File: src/rtl/icache_assoc.sv
// Set-associative instruction cache with round-robin victim selection and beat-wise line fill.
// Optional hit/miss counters are built when ICACHE_PERF_EN is defined.
module icache_assoc #(
    parameter int CACHE_SIZE        = 16,
    parameter int LINE_SIZE         = 4,
    parameter int NUM_WAYS          = 2,
    parameter int MEM_ADDR_BITS     = 8,
    parameter int MEM_DATA_BITS     = 16,
    parameter int MEM_DATA_READ_NUM = 4
) (
    input  logic                                       clk,
    input  logic                                       reset,
    input  logic [MEM_ADDR_BITS-1:0]                   addr,
    input  logic                                       request_valid,
    output logic                                       request_ready,
    output logic [MEM_DATA_BITS-1:0]                   instruction,
    input  logic                                       flush,
    output logic                                       mem_read_valid,
    output logic [MEM_ADDR_BITS-1:0]                   mem_read_address,
    input  logic                                       mem_read_ready,
    input  logic [MEM_DATA_READ_NUM*MEM_DATA_BITS-1:0] mem_read_data
`ifdef ICACHE_PERF_EN
    ,
    output logic [15:0]                                hit_count,
    output logic [15:0]                                miss_count
`endif
);

    localparam int NUM_SETS  = CACHE_SIZE / (LINE_SIZE * NUM_WAYS);
    localparam int BEAT      = (MEM_DATA_READ_NUM < LINE_SIZE) ? MEM_DATA_READ_NUM : LINE_SIZE;
    localparam int NUM_BEATS = LINE_SIZE / BEAT;
    localparam int OFF_W     = $clog2(LINE_SIZE);
    localparam int IDX_W     = (NUM_SETS > 1) ? $clog2(NUM_SETS) : 0;
    localparam int IDX_S     = (IDX_W > 0) ? IDX_W : 1;
    localparam int TAG_W     = MEM_ADDR_BITS - OFF_W - IDX_W;
    localparam int WAY_W     = (NUM_WAYS > 1) ? $clog2(NUM_WAYS) : 1;
    localparam int BCNT_W    = (NUM_BEATS > 1) ? $clog2(NUM_BEATS) : 1;

    typedef enum logic [1:0] {IDLE, LOOKUP, FILL, RESPOND} state_t;

    logic [TAG_W-1:0] req_tag;
    logic [IDX_S-1:0] req_idx;
    logic [OFF_W-1:0] req_off;

    assign req_tag = addr[MEM_ADDR_BITS-1 -: TAG_W];
    assign req_off = addr[OFF_W-1:0];

    generate
        if (IDX_W > 0) begin : g_idx
            assign req_idx = addr[OFF_W +: IDX_S];
        end else begin : g_no_idx
            assign req_idx = '0;
        end
    endgenerate

    logic [MEM_DATA_BITS-1:0] data_mem [NUM_WAYS][NUM_SETS][LINE_SIZE];
    logic [TAG_W-1:0]         tag_mem  [NUM_WAYS][NUM_SETS];

    state_t                             state_q, state_d;
    logic [BCNT_W-1:0]                  beat_q, beat_d;
    logic                               fill_done_q, fill_done_d;
    logic                               request_ready_q, request_ready_d;
    logic [MEM_DATA_BITS-1:0]           instruction_q, instruction_d;
    logic                               mem_read_valid_q, mem_read_valid_d;
    logic [MEM_ADDR_BITS-1:0]           mem_read_address_q, mem_read_address_d;
    logic [NUM_SETS-1:0][NUM_WAYS-1:0]  valid_q, valid_d;
    logic [NUM_SETS-1:0][WAY_W-1:0]     ptr_q, ptr_d;

    logic             hit;
    logic [WAY_W-1:0] hit_way;
    logic [WAY_W-1:0] victim;
    logic             data_we;
    logic             tag_we;

    always_comb begin
        hit     = 1'b0;
        hit_way = '0;
        for (int w = 0; w < NUM_WAYS; w++) begin
            if (!hit && valid_q[req_idx][WAY_W'(w)] && (tag_mem[WAY_W'(w)][req_idx] == req_tag)) begin
                hit     = 1'b1;
                hit_way = WAY_W'(w);
            end
        end
    end

    // Descending scan so the lowest-numbered invalid way wins over the round-robin pointer.
    always_comb begin
        victim = ptr_q[req_idx];
        for (int w = NUM_WAYS - 1; w >= 0; w--) begin
            if (!valid_q[req_idx][WAY_W'(w)]) begin
                victim = WAY_W'(w);
            end
        end
    end

    always_comb begin
        state_d            = state_q;
        beat_d             = beat_q;
        fill_done_d        = fill_done_q;
        request_ready_d    = request_ready_q;
        instruction_d      = instruction_q;
        mem_read_valid_d   = mem_read_valid_q;
        mem_read_address_d = mem_read_address_q;
        valid_d            = valid_q;
        ptr_d              = ptr_q;
        data_we            = 1'b0;
        tag_we             = 1'b0;

        case (state_q)
            IDLE: begin
                if (flush) begin
                    valid_d = '0;
                    ptr_d   = '0;
                end else if (request_valid) begin
                    state_d = LOOKUP;
                end
            end
            LOOKUP: begin
                fill_done_d = 1'b0;
                if (hit) begin
                    instruction_d   = data_mem[hit_way][req_idx][req_off];
                    request_ready_d = 1'b1;
                    state_d         = RESPOND;
                end else begin
                    state_d            = FILL;
                    beat_d             = '0;
                    mem_read_valid_d   = 1'b1;
                    mem_read_address_d = {addr[MEM_ADDR_BITS-1:OFF_W], OFF_W'(0)};
                end
            end
            FILL: begin
                if (mem_read_valid_q) begin
                    if (mem_read_ready) begin
                        data_we          = 1'b1;
                        mem_read_valid_d = 1'b0;
                        if (beat_q == BCNT_W'(NUM_BEATS - 1)) begin
                            tag_we                   = 1'b1;
                            valid_d[req_idx][victim] = 1'b1;
                            ptr_d[req_idx]           = (ptr_q[req_idx] == WAY_W'(NUM_WAYS - 1)) ?
                                                       '0 : ptr_q[req_idx] + 1'b1;
                            fill_done_d              = 1'b1;
                            state_d                  = LOOKUP;
                        end else begin
                            beat_d = beat_q + 1'b1;
                        end
                    end
                end else begin
                    // Re-issue after the mandatory one-cycle gap between beats.
                    mem_read_valid_d   = 1'b1;
                    mem_read_address_d = {addr[MEM_ADDR_BITS-1:OFF_W], OFF_W'(int'(beat_q) * BEAT)};
                end
            end
            RESPOND: begin
                if (!request_valid) begin
                    request_ready_d = 1'b0;
                    state_d         = IDLE;
                end
            end
            default: state_d = IDLE;
        endcase
    end

    always_ff @(posedge clk) begin
        if (reset) begin
            state_q            <= IDLE;
            beat_q             <= '0;
            fill_done_q        <= 1'b0;
            request_ready_q    <= 1'b0;
            instruction_q      <= '0;
            mem_read_valid_q   <= 1'b0;
            mem_read_address_q <= '0;
            valid_q            <= '0;
            ptr_q              <= '0;
        end else begin
            state_q            <= state_d;
            beat_q             <= beat_d;
            fill_done_q        <= fill_done_d;
            request_ready_q    <= request_ready_d;
            instruction_q      <= instruction_d;
            mem_read_valid_q   <= mem_read_valid_d;
            mem_read_address_q <= mem_read_address_d;
            valid_q            <= valid_d;
            ptr_q              <= ptr_d;
        end
    end

    // Data and tag arrays are never reset; validity alone decides whether a line is usable.
    always_ff @(posedge clk) begin
        if (data_we) begin
            for (int i = 0; i < BEAT; i++) begin
                data_mem[victim][req_idx][OFF_W'(int'(beat_q) * BEAT + i)] <=
                    mem_read_data[i*MEM_DATA_BITS +: MEM_DATA_BITS];
            end
        end
        if (tag_we) begin
            tag_mem[victim][req_idx] <= req_tag;
        end
    end

    assign request_ready    = request_ready_q;
    assign instruction      = instruction_q;
    assign mem_read_valid   = mem_read_valid_q;
    assign mem_read_address = mem_read_address_q;

`ifdef ICACHE_PERF_EN
    logic [15:0] hit_count_q, hit_count_d;
    logic [15:0] miss_count_q, miss_count_d;

    // The LOOKUP that follows a fill is a guaranteed hit and is not counted.
    always_comb begin
        hit_count_d  = hit_count_q;
        miss_count_d = miss_count_q;
        if (state_q == LOOKUP && !fill_done_q) begin
            if (hit && hit_count_q != 16'hFFFF) begin
                hit_count_d = hit_count_q + 16'd1;
            end
            if (!hit && miss_count_q != 16'hFFFF) begin
                miss_count_d = miss_count_q + 16'd1;
            end
        end
    end

    always_ff @(posedge clk) begin
        if (reset) begin
            hit_count_q  <= '0;
            miss_count_q <= '0;
        end else begin
            hit_count_q  <= hit_count_d;
            miss_count_q <= miss_count_d;
        end
    end

    assign hit_count  = hit_count_q;
    assign miss_count = miss_count_q;
`endif

endmodule
File: config.mk
export PLATFORM = sky130hd
export DESIGN_NAME = icache_assoc
export DESIGN_NICKNAME = d
export VERILOG_FILES = /design/src/rtl/icache_assoc.sv
export SDC_FILE = /design/constraint.sdc
export NUM_CORES = 1
export LEC_CHECK = 0
export ABC_CLOCK_PERIOD_IN_PS = 4640
export BUFFER_PORTS_ARGS = -buffer_cell sky130_fd_sc_hd__buf_4
export CAP_MARGIN = 10
export CORE_UTILIZATION = 45
export CTS_BUF_LIST = sky130_fd_sc_hd__clkbuf_8 sky130_fd_sc_hd__clkbuf_16
export DETAILED_ROUTE_END_ITERATION = 10
export PLACE_DENSITY = 0.79
export SYNTH_ARGS = -nofsm -noshare
export SYNTH_HDL_FRONTEND = slang
export SYNTH_SLANG_ARGS = --single-unit
File: constraint.sdc
create_clock -name clk -period 4.64 [get_ports clk]
set_clock_uncertainty 0.2 [all_clocks]
set_input_delay 0.696 -clock clk [delete_from_list [all_inputs] [get_ports clk]]
set_output_delay 0.696 -clock clk [all_outputs]
set_load 0.03 [all_outputs]
==> out/qor.tcl, run 1 <==
set qor(status) {completed}
set qor(combinationalPowerShare_pct) 7.6
set qor(final_core_utilization_pct) 56.6
set qor(synthesis.yosys.warnings) 0
set qor(cp-end-kind) {flip-flop}
set qor(slowest_delay_ns) 0.81
set qor(series_of_cell_instances_along_the_critical_path) {nand2_1 > nor3_2 > buf_4 > a21boi_4 > buf_4}
set qor(timing.final.hold_violations) 0
set qor(cp.required_ns) 4.50
set qor(die_y_um) 102
set qor(totalNegativeSetupSlack_ns) 0
set qor(met2_length_um) 4240
set qor(initial_util_pct) 47.3
set qor(finalSetupViolCount) 0
set qor(maxClockFrequency_ghz) 0.352
set qor(total_leakage_power_uw) 0.00200
set qor(clock_sinks) 104
set qor(ys_seq_area_share_pct) 63.3
set qor(route.antenna.remaining_nets) 0
set qor(clock_tree_from_tritoncts) {done}
set qor(post-dp-hpwl_um) 5170
set qor(route.detailed.vias_per_inst) 5.13
set qor(area_delta_synth_final_pct) 19.7
set qor(cts.reportedPaths.clkPinSlew_ns) 0.09
set qor(grt_max_degree) 35
set qor(slew_viol_final) 0
set qor(syn-mean-instance-area_um2) 15.2
set qor(design.die.area_um2) 10300
set qor(antenna_violations_before_repair) 0
set qor(min_period_ns) 2.84
set qor(detail_route.wl_per_cell_um) 16.4
set qor(max-cap-violations) 0
set qor(global_route_wire_length_before_repair_um) 13100
set qor(clock_power_share_pct) 36.8
set qor(final_layout_size_suffix_gt1_share_pct) 38.0
set qor(wl_met3_um) 250
set qor(post_synth_xor_area_fraction_pct) 1.57
set qor(synthDistinctLibCells) 33
set qor(slew_headroom_pct) 25.6
set qor(synth_ff_type) {sky130_fd_sc_hd__edfxtp_1}
set qor(p_per_area_nw_per_um2) 340
set qor(post-route-period-util_pct) 61.2
set qor(n_antenna_cell) 0
set qor(skew_pair_late_insertion_delay_ns) 0.36
set qor(post-synth-top-area-fraction_pct) 49.9
set qor(max_slew.worst_pin.slew_ns) 1.12
set qor(io_buffer_count) 68
set qor(globalRouteTotalUtil_pct) 17.3
set qor(clockRootBuffer) {sky130_fd_sc_hd__clkbuf_8}
set qor(core_region_area_um2) 9420
set qor(num-nets-final) 438
set qor(yosys_register_bits) 104
set qor(ctsHoldBuffers) 0
set qor(drtIter0Drc) 61
set qor(criticalPathCategory) {reg -> reg}
set qor(seqPwrFrac_pct) 55.6
set qor(synth.area.top_cells) {sky130_fd_sc_hd__edfxtp_1, sky130_fd_sc_hd__dfxtp_1, sky130_fd_sc_hd__mux2_2}
set qor(rows) 35
set qor(drt_wl_total_um) 8100
set qor(peakVddDrop_mv) 0.171
set qor(boundaryPins) 103
set qor(dr.max_layer_used) {met4}
set qor(remaining_design_rule_violation_count) 0
set qor(synth.cell_area_um2) 4460
set qor(drt-pass1-iter-count) 4
set qor(clock_tree.buffer_depth) 2
set qor(synth-adder-area-share_pct) 0
set qor(synth_simple_gate_area_share_pct) 7.97
set qor(die-width_um) 102
set qor(rsz_0062_raised_after_global_routing) {no}
set qor(crit_top_cell) {sky130_fd_sc_hd__buf_4}
set qor(post-synth-top-area-cell) {sky130_fd_sc_hd__edfxtp_1}
set qor(switching_power_uw) 381
set qor(synth_top_family_by_area) {multiplexers}
set qor(worstSetupStartpointType) {flip-flop}
set qor(fraction_of_synthesized_area_in_multiplexers_pct) 22.2
set qor(globalRoute.totalOverflow) 0
set qor(post-cts-setup-buffer-count) 0
set qor(via_count) 2541
set qor(synth_compound_gate_area_share_pct) 2.22
set qor(crit_slowest_cell) {sky130_fd_sc_hd__a21boi_4}
set qor(first_global_vias) 2653
set qor(synth_enable_flop_cells) 74
set qor(critPathArrivalTime_ns) 2.70
set qor(mostFrequentLayoutCell) {sky130_fd_sc_hd__edfxtp_1}
set qor(ctsHtreeMaxLevel) 3
set qor(path_buf_inv) 2
set qor(async_reset_ff_share_pct) 0
set qor(hold_class) {reg -> reg}
set qor(net_switching_share_of_the_total_power_pct) 21.0
set qor(tritoncts.num_buffers) 9
set qor(cp_top_family) {compound AO/OA/AOI/OAI gates}
set qor(synthCells) 293
set qor(route.layer.met1.wl_um) 3480
set qor(critical_path_peak_fanout) 26
set qor(gp_congestion) 0.744
set qor(cellInternalPower_uw) 1430
set qor(layout.cells.most_common_list) {sky130_fd_sc_hd__edfxtp_1, sky130_fd_sc_hd__buf_4, sky130_fd_sc_hd__mux2_2, sky130_fd_sc_hd__dfxtp_1, sky130_fd_sc_hd__nand2b_1}
set qor(post_cts_resize_count) 0
-- area by class of cell --
class	count	area (um2)
Fill cell	777	4080
Timing Repair Buffer	73	548
Clock inverter	7	120
Tap cell	129	161
Inverter	3	11.3
Clock buffer	9	124
Multi-Input combinational cell	170	1550
Sequential cell	104	2820
-- cell usage after synthesis, types with 2 or more instances --
cell	instances
sky130_fd_sc_hd__xor2_1	5
sky130_fd_sc_hd__xnor2_1	3
sky130_fd_sc_hd__o21ai_0	5
sky130_fd_sc_hd__edfxtp_1	74
sky130_fd_sc_hd__buf_4	2
sky130_fd_sc_hd__inv_1	3
sky130_fd_sc_hd__buf_2	5
sky130_fd_sc_hd__nand2b_1	29
sky130_fd_sc_hd__buf_6	2
sky130_fd_sc_hd__nand2_1	21
sky130_fd_sc_hd__clkbuf_1	6
sky130_fd_sc_hd__nor2_1	10
sky130_fd_sc_hd__mux2_2	32
sky130_fd_sc_hd__a21oi_1	5
sky130_fd_sc_hd__nand3_1	3
sky130_fd_sc_hd__dfxtp_1	30
sky130_fd_sc_hd__mux4_2	16
sky130_fd_sc_hd__mux2i_1	27
-- worst paths after layout --
path                            start                  end  slack, ns  depth (start not counted)
setup / recovery           state_q[1]     data_mem[0][122]       1.80                          5
setup reg to reg           state_q[1]     data_mem[0][122]       1.80                          5
hold reg to reg   mem_read_address[2]  mem_read_address[2]       0.28                          2
hold / removal    mem_read_address[2]  mem_read_address[2]       0.28                          2
-- tightest hold or removal path: cells and delay by family, from the launching register on --
family | cells | cell delay (ns)
muxes | 1 | 0.06
DFF | 1 | 0.32
and+or+nand+nor | 1 | 0.06
-- flip-flops by register name (all words and copies together), names as in the netlist --
name / cells
ptr_q: 2
valid_q: 2
instruction: 16
tag_mem: 10
data_mem: 64
mem_read_address: 6
request_ready: 1
mem_read_valid: 1
state_q: 2
-- through the flow --
| stage | worst slack, ns | power, uW | hold slack, ns | instances | area (um2) |
|---|---|---|---|---|---|
| final | 1.80 | 1810 | 0.281 | 495 | 5330 |
| after floorplan | 0.629 | 1110 | 0.255 | 294 | 4460 |
| after CTS | 1.77 | 1820 | 0.284 | 495 | 5330 |
| after global placement | 1.44 | 1160 | 0.260 | 479 | 5090 |
| after detailed placement | 1.39 | 1170 | 0.262 | 479 | 5090 |
| after global routing | 1.61 | 1870 | 0.306 | 495 | 5330 |
-- power by group through the flow --
stage,registers (uW),clock network (uW),logic [uW]
CTS,1010,677,139
global placement,1030,0,134
global route,1010,715,150
finish,1010,668,138
floorplan,1030,0,74.8
detailed placement,1030,0,138
-- cell families after synthesis --
logic type / count (synthesis)
flops: 104
simple gates: 69
mux: 75
other cells: 1
compound gates: 16
buf+inv: 20
xor+xnor: 8
-- layer usage --
layer  GRT usage, %  vias to the layer above
li1               -                     1213
met1           20.7                     1268
met2           30.9                       49
met3           3.11                       11
met4           6.91                        0
met5              0                        -
No activity file was read; power rests on OpenSTA's default activity.
==> run 2, diff against run 1 <==
--- a/config.mk
+++ b/config.mk
@@ -5,7 +5,7 @@
 export SDC_FILE = /design/constraint.sdc
 export NUM_CORES = 1
 export LEC_CHECK = 0
-export ABC_CLOCK_PERIOD_IN_PS = 4640
+export ABC_CLOCK_PERIOD_IN_PS = 2550
 export BUFFER_PORTS_ARGS = -buffer_cell sky130_fd_sc_hd__buf_4
 export CAP_MARGIN = 10
 export CORE_UTILIZATION = 45
==> constraint.sdc (replaced) <==
create_clock -name clk -period 2.55 [get_ports clk]
set_clock_uncertainty 0.2 [all_clocks]
set_input_delay 0.3825 -clock clk [delete_from_list [all_inputs] [get_ports clk]]
set_output_delay 0.3825 -clock clk [all_outputs]
set_load 0.03 [all_outputs]
==> out/qor.tcl, run 2 (synthesis gave the netlist of run 1 again) <==
set qor(io_buffer_count) 68 ;# unchanged
set qor(post-route-period-util_pct) 86.5 ;# was 61.2%
set qor(cts.reportedPaths.clkPinSlew_ns) 0.10 ;# was 0.09 ns
set qor(first_global_vias) 2631 ;# was 2653
set qor(n_antenna_cell) 0 ;# unchanged
set qor(globalRouteTotalUtil_pct) 16.6 ;# was 17.3%
set qor(route.detailed.vias_per_inst) 5.10 ;# was 5.13
set qor(total_leakage_power_uw) 0.00201 ;# was 0.00200 uW
set qor(final_layout_size_suffix_gt1_share_pct) 38.6 ;# was 38.0%
set qor(clock_tree_from_tritoncts) {done} ;# unchanged
set qor(initial_util_pct) 47.3 ;# unchanged
set qor(postLayoutSetupSlackWorst_ns) 0.343 ;# was 1.80 ns
set qor(largest_register_ff_count) 64 ;# unchanged
set qor(via_count) 2544 ;# was 2541
set qor(grt_max_degree) 35 ;# unchanged
set qor(die-width_um) 102 ;# unchanged
set qor(gp_congestion) 0.755 ;# was 0.744
set qor(skew_pair_late_insertion_delay_ns) 0.35 ;# was 0.36 ns
set qor(maxClockFrequency_ghz) 0.453 ;# was 0.352 GHz
set qor(remaining_design_rule_violation_count) 0 ;# unchanged
set qor(ctsHtreeMaxLevel) 3 ;# unchanged
set qor(slew_viol_final) 0 ;# unchanged
set qor(totalNegativeSetupSlack_ns) 0 ;# unchanged
set qor(crit_slowest_cell) {sky130_fd_sc_hd__dfxtp_1} ;# was sky130_fd_sc_hd__a21boi_4
set qor(series_of_cell_instances_along_the_critical_path) {inv_1 > nand2_1 > nor2_1 > nand2_1 > buf_4 > mux2_2} ;# was nand2_1 > nor3_2 > buf_4 > a21boi_4 > buf_4
set qor(detail_route.wl_per_cell_um) 15.9 ;# was 16.4 um
set qor(clock_tree.buffer_depth) 2 ;# unchanged
set qor(drt-pass1-iter-count) 4 ;# unchanged
set qor(rows) 35 ;# unchanged
set qor(worstSetupStartpointType) {flip-flop} ;# unchanged
set qor(num-nets-final) 442 ;# was 438
set qor(dp_slack_ns) 0.169 ;# was 1.39 ns
set qor(rsz_0062_raised_after_global_routing) {no} ;# unchanged
set qor(critPathArrivalTime_ns) 2.11 ;# was 2.70 ns
set qor(drtIter0Drc) 115 ;# was 61
set qor(slowest_delay_ns) 0.45 ;# was 0.81 ns
set qor(boundaryPins) 103 ;# unchanged
set qor(design.die.area_um2) 10300 ;# unchanged
set qor(min_period_ns) 2.21 ;# was 2.84 ns
set qor(post-cts-setup-buffer-count) 0 ;# unchanged
set qor(die_y_um) 102 ;# unchanged
set qor(ctsHoldBuffers) 0 ;# unchanged
set qor(drt_wl_total_um) 7940 ;# was 8100 um
set qor(tritoncts.num_buffers) 9 ;# unchanged
set qor(criticalPathCategory) {reg -> reg} ;# unchanged
set qor(layout.cells.most_common_list) {sky130_fd_sc_hd__buf_4, sky130_fd_sc_hd__edfxtp_1, sky130_fd_sc_hd__mux2_2, sky130_fd_sc_hd__nand2b_1, sky130_fd_sc_hd__dfxtp_1} ;# was sky130_fd_sc_hd__edfxtp_1, sky130_fd_sc_hd__buf_4, sky130_fd_sc_hd__mux2_2, sky130_fd_sc_hd__dfxtp_1, sky130_fd_sc_hd__nand2b_1
set qor(crit_top_cell) {sky130_fd_sc_hd__nand2_1} ;# was sky130_fd_sc_hd__buf_4
set qor(hold_class) {in -> reg} ;# was reg -> reg
set qor(path_buf_inv) 2 ;# unchanged
set qor(top_register) {data_mem} ;# unchanged
set qor(peakVddDrop_mv) 0.303 ;# was 0.171 mV
set qor(p_per_area_nw_per_um2) 589 ;# was 340 nW/um2
set qor(clockRootBuffer) {sky130_fd_sc_hd__clkbuf_8} ;# unchanged
set qor(area_delta_synth_final_pct) 20.0 ;# was 19.7%
set qor(timing.final.hold_violations) 0 ;# unchanged
set qor(cp.required_ns) 2.46 ;# was 4.50 ns
set qor(antenna_violations_before_repair) 0 ;# unchanged
set qor(max-cap-violations) 0 ;# unchanged
set qor(mostFrequentLayoutCell) {sky130_fd_sc_hd__buf_4} ;# was sky130_fd_sc_hd__edfxtp_1
set qor(post-dp-hpwl_um) 5260 ;# was 5170 um
set qor(status) {completed} ;# unchanged
set qor(post_cts_resize_count) 0 ;# unchanged
set qor(route.antenna.remaining_nets) 0 ;# unchanged
set qor(globalRoute.totalOverflow) 0 ;# unchanged
set qor(cp_top_family) {simple AND/OR/NAND/NOR gates} ;# was compound AO/OA/AOI/OAI gates
set qor(clock_sinks) 104 ;# unchanged
set qor(global_route_wire_length_before_repair_um) 12700 ;# was 13100 um
set qor(cp-end-kind) {flip-flop} ;# unchanged
set qor(critical_path_peak_fanout) 12 ;# was 26
set qor(finalSetupViolCount) 0 ;# unchanged
set qor(core_region_area_um2) 9420 ;# unchanged
==> run 2: cell count changes in the layout (fill, tap and decap cells not counted), sizes merged <==
cell    change
buf         +4
bufinv      -1
clkinv      +2
inv         -1
==> run 2: worst paths after layout <==
| check | from | end | slack [ns] | cells past startpoint |
|---|---|---|---|---|
| worst max-delay path | state_q[0] | data_mem[0][37] | 0.34 | 6 |
| worst min-delay path | mem_read_data[4] | data_mem[0][116] | 0.02 | 1 |
| worst max register to register | state_q[0] | data_mem[0][37] | 0.34 | 6 |
| worst min register to register | mem_read_address[5] | mem_read_address[5] | 0.28 | 2 |
==> run 2: where the power goes <==
part	total (uW)	internal, uW	switching, uW
Combinational	251	131	120
Sequential	1830	1820	13.8
Clock	1070	544	523
==> run 2: final cells by class <==
type	count	area [um2]
clock buffer	9	124
clock inverter	7	87.6
fill	788	4070
inverter	3	11.3
tap	129	161
timing repair buffer	77	591
multi-input combinational	170	1550
sequential	104	2820
==> run 2: metal layers <==
layer,global-route usage [%],share of wire [%],vias to the layer above
li1,-,-,1221
met1,19.4,42,1261
met2,29.5,53,53
met3,3.11,4.1,9
met4,8.03,1.5,0
met5,0,0,-
==> run 2: worst reg2reg max path: stages, from the launching register on <==
cell                      delay, ns
sky130_fd_sc_hd__dfxtp_1       0.45
sky130_fd_sc_hd__inv_1         0.13
sky130_fd_sc_hd__nand2_1       0.17
sky130_fd_sc_hd__nor2_1        0.07
sky130_fd_sc_hd__nand2_1       0.28
sky130_fd_sc_hd__buf_4         0.30
sky130_fd_sc_hd__mux2_2        0.37
==> run 2: through the flow <==
step | hold slack (ns) | cells | util, % | area [um2] | total power [uW]
global placement | 0.263 | 483 | 54.6 | 5140 | 2120
global route | 0.00491 | 499 | 56.8 | 5350 | 3260
finish | 0.0221 | 499 | 56.8 | 5350 | 3150
CTS | 0.00588 | 499 | 56.8 | 5350 | 3180
detailed placement | 0.265 | 483 | 54.6 | 5140 | 2130
floorplan | 0.281 | 294 | - | 4490 | 2020
==> run 3, diff against run 2 <==
--- a/config.mk
+++ b/config.mk
@@ -5,6 +5,7 @@
 export SDC_FILE = /design/constraint.sdc
 export NUM_CORES = 1
 export LEC_CHECK = 0
+export ABC_AREA = 1
 export ABC_CLOCK_PERIOD_IN_PS = 2550
 export BUFFER_PORTS_ARGS = -buffer_cell sky130_fd_sc_hd__buf_4
 export CAP_MARGIN = 10
==> out/qor.tcl, run 3 <==
set qor(post-cts-setup-buffer-count) 0 ;# unchanged
set qor(global_route_wire_length_before_repair_um) 14800 ;# was 12700 um
set qor(criticalPathCategory) {reg -> reg} ;# unchanged
set qor(final_layout_size_suffix_gt1_share_pct) 17.2 ;# was 38.6%
set qor(synthDistinctLibCells) 23 ;# was 33
set qor(final_cells) 703 ;# was 499
set qor(largest_register_ff_count) 64 ;# unchanged
set qor(placedInstanceArea_um2) 5150 ;# was 5140 um2
set qor(first_global_vias) 3285 ;# was 2631
set qor(initial_util_pct) 46.5 ;# was 47.3%
set qor(final_core_utilization_pct) 55.3 ;# was 56.8%
set qor(area_delta_synth_final_pct) 18.8 ;# was 20.0%
set qor(synth_top_cells_by_count) {sky130_fd_sc_hd__nor2_1, sky130_fd_sc_hd__nand2_1, sky130_fd_sc_hd__o21ai_0} ;# was sky130_fd_sc_hd__edfxtp_1, sky130_fd_sc_hd__mux2_2, sky130_fd_sc_hd__dfxtp_1
set qor(critical_path_peak_fanout) 28 ;# was 12
set qor(post-synth-top-area-cell) {sky130_fd_sc_hd__edfxtp_1} ;# unchanged
set qor(post_placement_cell_count) 682 ;# was 483
set qor(drt-pass1-iter-count) 5 ;# was 4
set qor(maxClockFrequency_ghz) 0.476 ;# was 0.453 GHz
set qor(series_of_cell_instances_along_the_critical_path) {nand2_1 > nor2_1 > nand2_1 > nor2_4 > buf_12} ;# was inv_1 > nand2_1 > nor2_1 > nand2_1 > buf_4 > mux2_2
set qor(peakVddDrop_mv) 0.241 ;# was 0.303 mV
set qor(synth.area.top_cells) {sky130_fd_sc_hd__edfxtp_1, sky130_fd_sc_hd__dfxtp_1, sky130_fd_sc_hd__nor2_1} ;# was sky130_fd_sc_hd__edfxtp_1, sky130_fd_sc_hd__dfxtp_1, sky130_fd_sc_hd__mux2_2
set qor(max_slew.worst_pin.slew_ns) 0.706
set qor(globalRoute.totalOverflow) 0 ;# unchanged
set qor(total_leakage_power_uw) 0.00223 ;# was 0.00201 uW
set qor(ctsHoldBuffers) 1 ;# was 0
set qor(crit_slowest_cell) {sky130_fd_sc_hd__dfxtp_1} ;# unchanged
set qor(ctsHtreeMaxLevel) 3 ;# unchanged
set qor(clock_sinks) 104 ;# unchanged
set qor(route.antenna.remaining_nets) 0 ;# unchanged
set qor(antenna_violations_before_repair) 0 ;# unchanged
set qor(drtIter0Drc) 218 ;# was 115
set qor(top_register) {data_mem} ;# unchanged
set qor(cp-end-kind) {flip-flop} ;# unchanged
set qor(slew_viol_final) 0 ;# unchanged
set qor(mostFrequentLayoutCell) {sky130_fd_sc_hd__nor2_1} ;# was sky130_fd_sc_hd__buf_4
set qor(hold_class) {in -> reg} ;# unchanged
set qor(slowest_delay_ns) 0.47 ;# was 0.45 ns
set qor(post_cts_resize_count) 0 ;# unchanged
set qor(num-nets-final) 642 ;# was 442
set qor(synth_ff_type) {sky130_fd_sc_hd__edfxtp_1} ;# unchanged
set qor(finalSetupViolCount) 0 ;# unchanged
set qor(syn-mean-instance-area_um2) 9.08 ;# was 15.2 um2
set qor(min_period_ns) 2.10 ;# was 2.21 ns
set qor(rows) 36 ;# was 35
set qor(async_reset_ff_share_pct) 0 ;# unchanged
set qor(synth.cell_area_um2) 4550 ;# was 4460 um2
set qor(synthesis.yosys.warnings) 0 ;# unchanged
set qor(crit-reg2reg-launch) {state_q[1]} ;# was state_q[0]
set qor(skew_pair_late_insertion_delay_ns) 0.36 ;# was 0.35 ns
set qor(route.detailed.vias_per_inst) 4.95 ;# was 5.10
set qor(min_from) {mem_read_data[3]} ;# was mem_read_data[4]
set qor(post-dp-hpwl_um) 6140 ;# was 5260 um
set qor(status) {completed} ;# unchanged
set qor(globalRouteTotalUtil_pct) 18.7 ;# was 16.6%
set qor(fillCellCount) 835 ;# was 788
set qor(die_y_um) 103 ;# was 102 um
set qor(boundaryPins) 103 ;# unchanged
set qor(critPathArrivalTime_ns) 1.97 ;# was 2.11 ns
set qor(via_count) 3481 ;# was 2544
set qor(clock_tree.buffer_depth) 2 ;# unchanged
set qor(crit_start) {state_q[1]} ;# was state_q[0]
set qor(p_per_area_nw_per_um2) 606 ;# was 589 nW/um2
set qor(clockRootBuffer) {sky130_fd_sc_hd__clkbuf_8} ;# unchanged
set qor(synth_enable_flop_cells) 74 ;# unchanged
set qor(postLayoutSetupSlackWorst_ns) 0.450 ;# was 0.343 ns
set qor(r2r_slack_ns) 0.45 ;# was 0.34 ns
set qor(ys_seq_area_share_pct) 62.0 ;# was 63.3%
set qor(slew_headroom_pct) 52.9
set qor(crit_top_cell) {sky130_fd_sc_hd__nand2_1} ;# unchanged
set qor(max-cap-violations) 0 ;# unchanged
set qor(post-route-cell-area_um2) 5400 ;# was 5350 um2
set qor(cp.required_ns) 2.42 ;# was 2.46 ns
set qor(top_count_cell_post_synth) {sky130_fd_sc_hd__nor2_1} ;# was sky130_fd_sc_hd__edfxtp_1
set qor(rsz_0062_raised_after_global_routing) {no} ;# unchanged
set qor(io_buffer_count) 68 ;# unchanged
set qor(post-route-period-util_pct) 82.3 ;# was 86.5%
set qor(grt_max_degree) 34 ;# was 35
set qor(die-width_um) 103 ;# was 102 um
set qor(dp_slack_ns) 0.229 ;# was 0.169 ns
set qor(synthCells) 501 ;# was 293
set qor(detail_route.wl_per_cell_um) 13.2 ;# was 15.9 um
set qor(cts.reportedPaths.clkPinSlew_ns) 0.10 ;# about the same
set qor(totalNegativeSetupSlack_ns) 0 ;# unchanged
set qor(yosys_register_bits) 104 ;# unchanged
set qor(clock_tree_from_tritoncts) {done} ;# unchanged
set qor(layout.cells.most_common_list) {sky130_fd_sc_hd__nor2_1, sky130_fd_sc_hd__nand2_1, sky130_fd_sc_hd__o21ai_0, sky130_fd_sc_hd__edfxtp_1, sky130_fd_sc_hd__buf_4} ;# was sky130_fd_sc_hd__buf_4, sky130_fd_sc_hd__edfxtp_1, sky130_fd_sc_hd__mux2_2, sky130_fd_sc_hd__nand2b_1, sky130_fd_sc_hd__dfxtp_1
set qor(timing.final.hold_violations) 0 ;# unchanged
set qor(core_region_area_um2) 9770 ;# was 9420 um2
set qor(post-synth-top-area-fraction_pct) 48.8 ;# was 49.9%
set qor(gp_congestion) 0.735 ;# was 0.755
set qor(n_antenna_cell) 0 ;# unchanged
set qor(tritoncts.num_buffers) 9 ;# unchanged
set qor(remaining_design_rule_violation_count) 0 ;# unchanged
set qor(worstSetupStartpointType) {flip-flop} ;# unchanged
set qor(drt_wl_total_um) 9260 ;# was 7940 um
set qor(design.die.area_um2) 10500 ;# was 10300 um2
==> run 3: critical path, delay by kind of cell, from the launching register on <==
family	cells	cell delay [ns]
buffers and inverters	1	0.25
DFF	1	0.47
and+or+nand+nor	4	0.88
==> run 3: power breakdown <==
part | switching [uW] | internal, uW
Sequential | 19.0 | 1840
Clock | 566 | 462
Combinational | 238 | 151
==> run 3: cell type report <==
class | count | area (um2) | area share, %
clock buffers | 9 | 124 | 2.29
clock inverters | 7 | 76.3 | 1.41
inverters | 40 | 154 | 2.85
multi-input cells | 330 | 1440 | 26.6
flip-flops and latches | 104 | 2820 | 52.2
well taps | 133 | 166 | 3.08
repair buffers | 80 | 626 | 11.6
==> run 3: per-layer routing <==
| layer | up-vias | global-route usage [%] | routed length (um) |
|---|---|---|---|
| li1 | 1767 | - | - |
| met1 | 1555 | 23.2 | 3870 |
| met2 | 133 | 30.2 | 4530 |
| met3 | 26 | 4.00 | 618 |
| met4 | 0 | 11.0 | 241 |
| met5 | - | 0 | 0 |
==> run 3: through the flow <==
step / total power [uW] / hold WS (ns)
2_1_floorplan: 2150 / 0.230
3_3_place_gp: 2260 / 0.239
3_5_place_dp: 2280 / 0.248
4_1_cts: 3280 / 0.00614
5_1_grt: 3400 / 0.00212
6_report: 3280 / 0.0155
==> run 3: logic make-up after synthesis <==
group,Yosys count,synth area share [%]
xor+xnor,2,0.385
other cells,1,0.0824
simple gates,218,18.7
flops,104,62.0
compound gates,108,12.0
buf+inv,68,6.82
==> run 3: path summary, 6_finish.rpt <==
kind,to,cells past startpoint
worst min register to register,request_ready,2
worst max-delay path,data_mem[0][56],5
worst min-delay path,data_mem[0][51],1
worst max register to register,data_mem[0][56],5
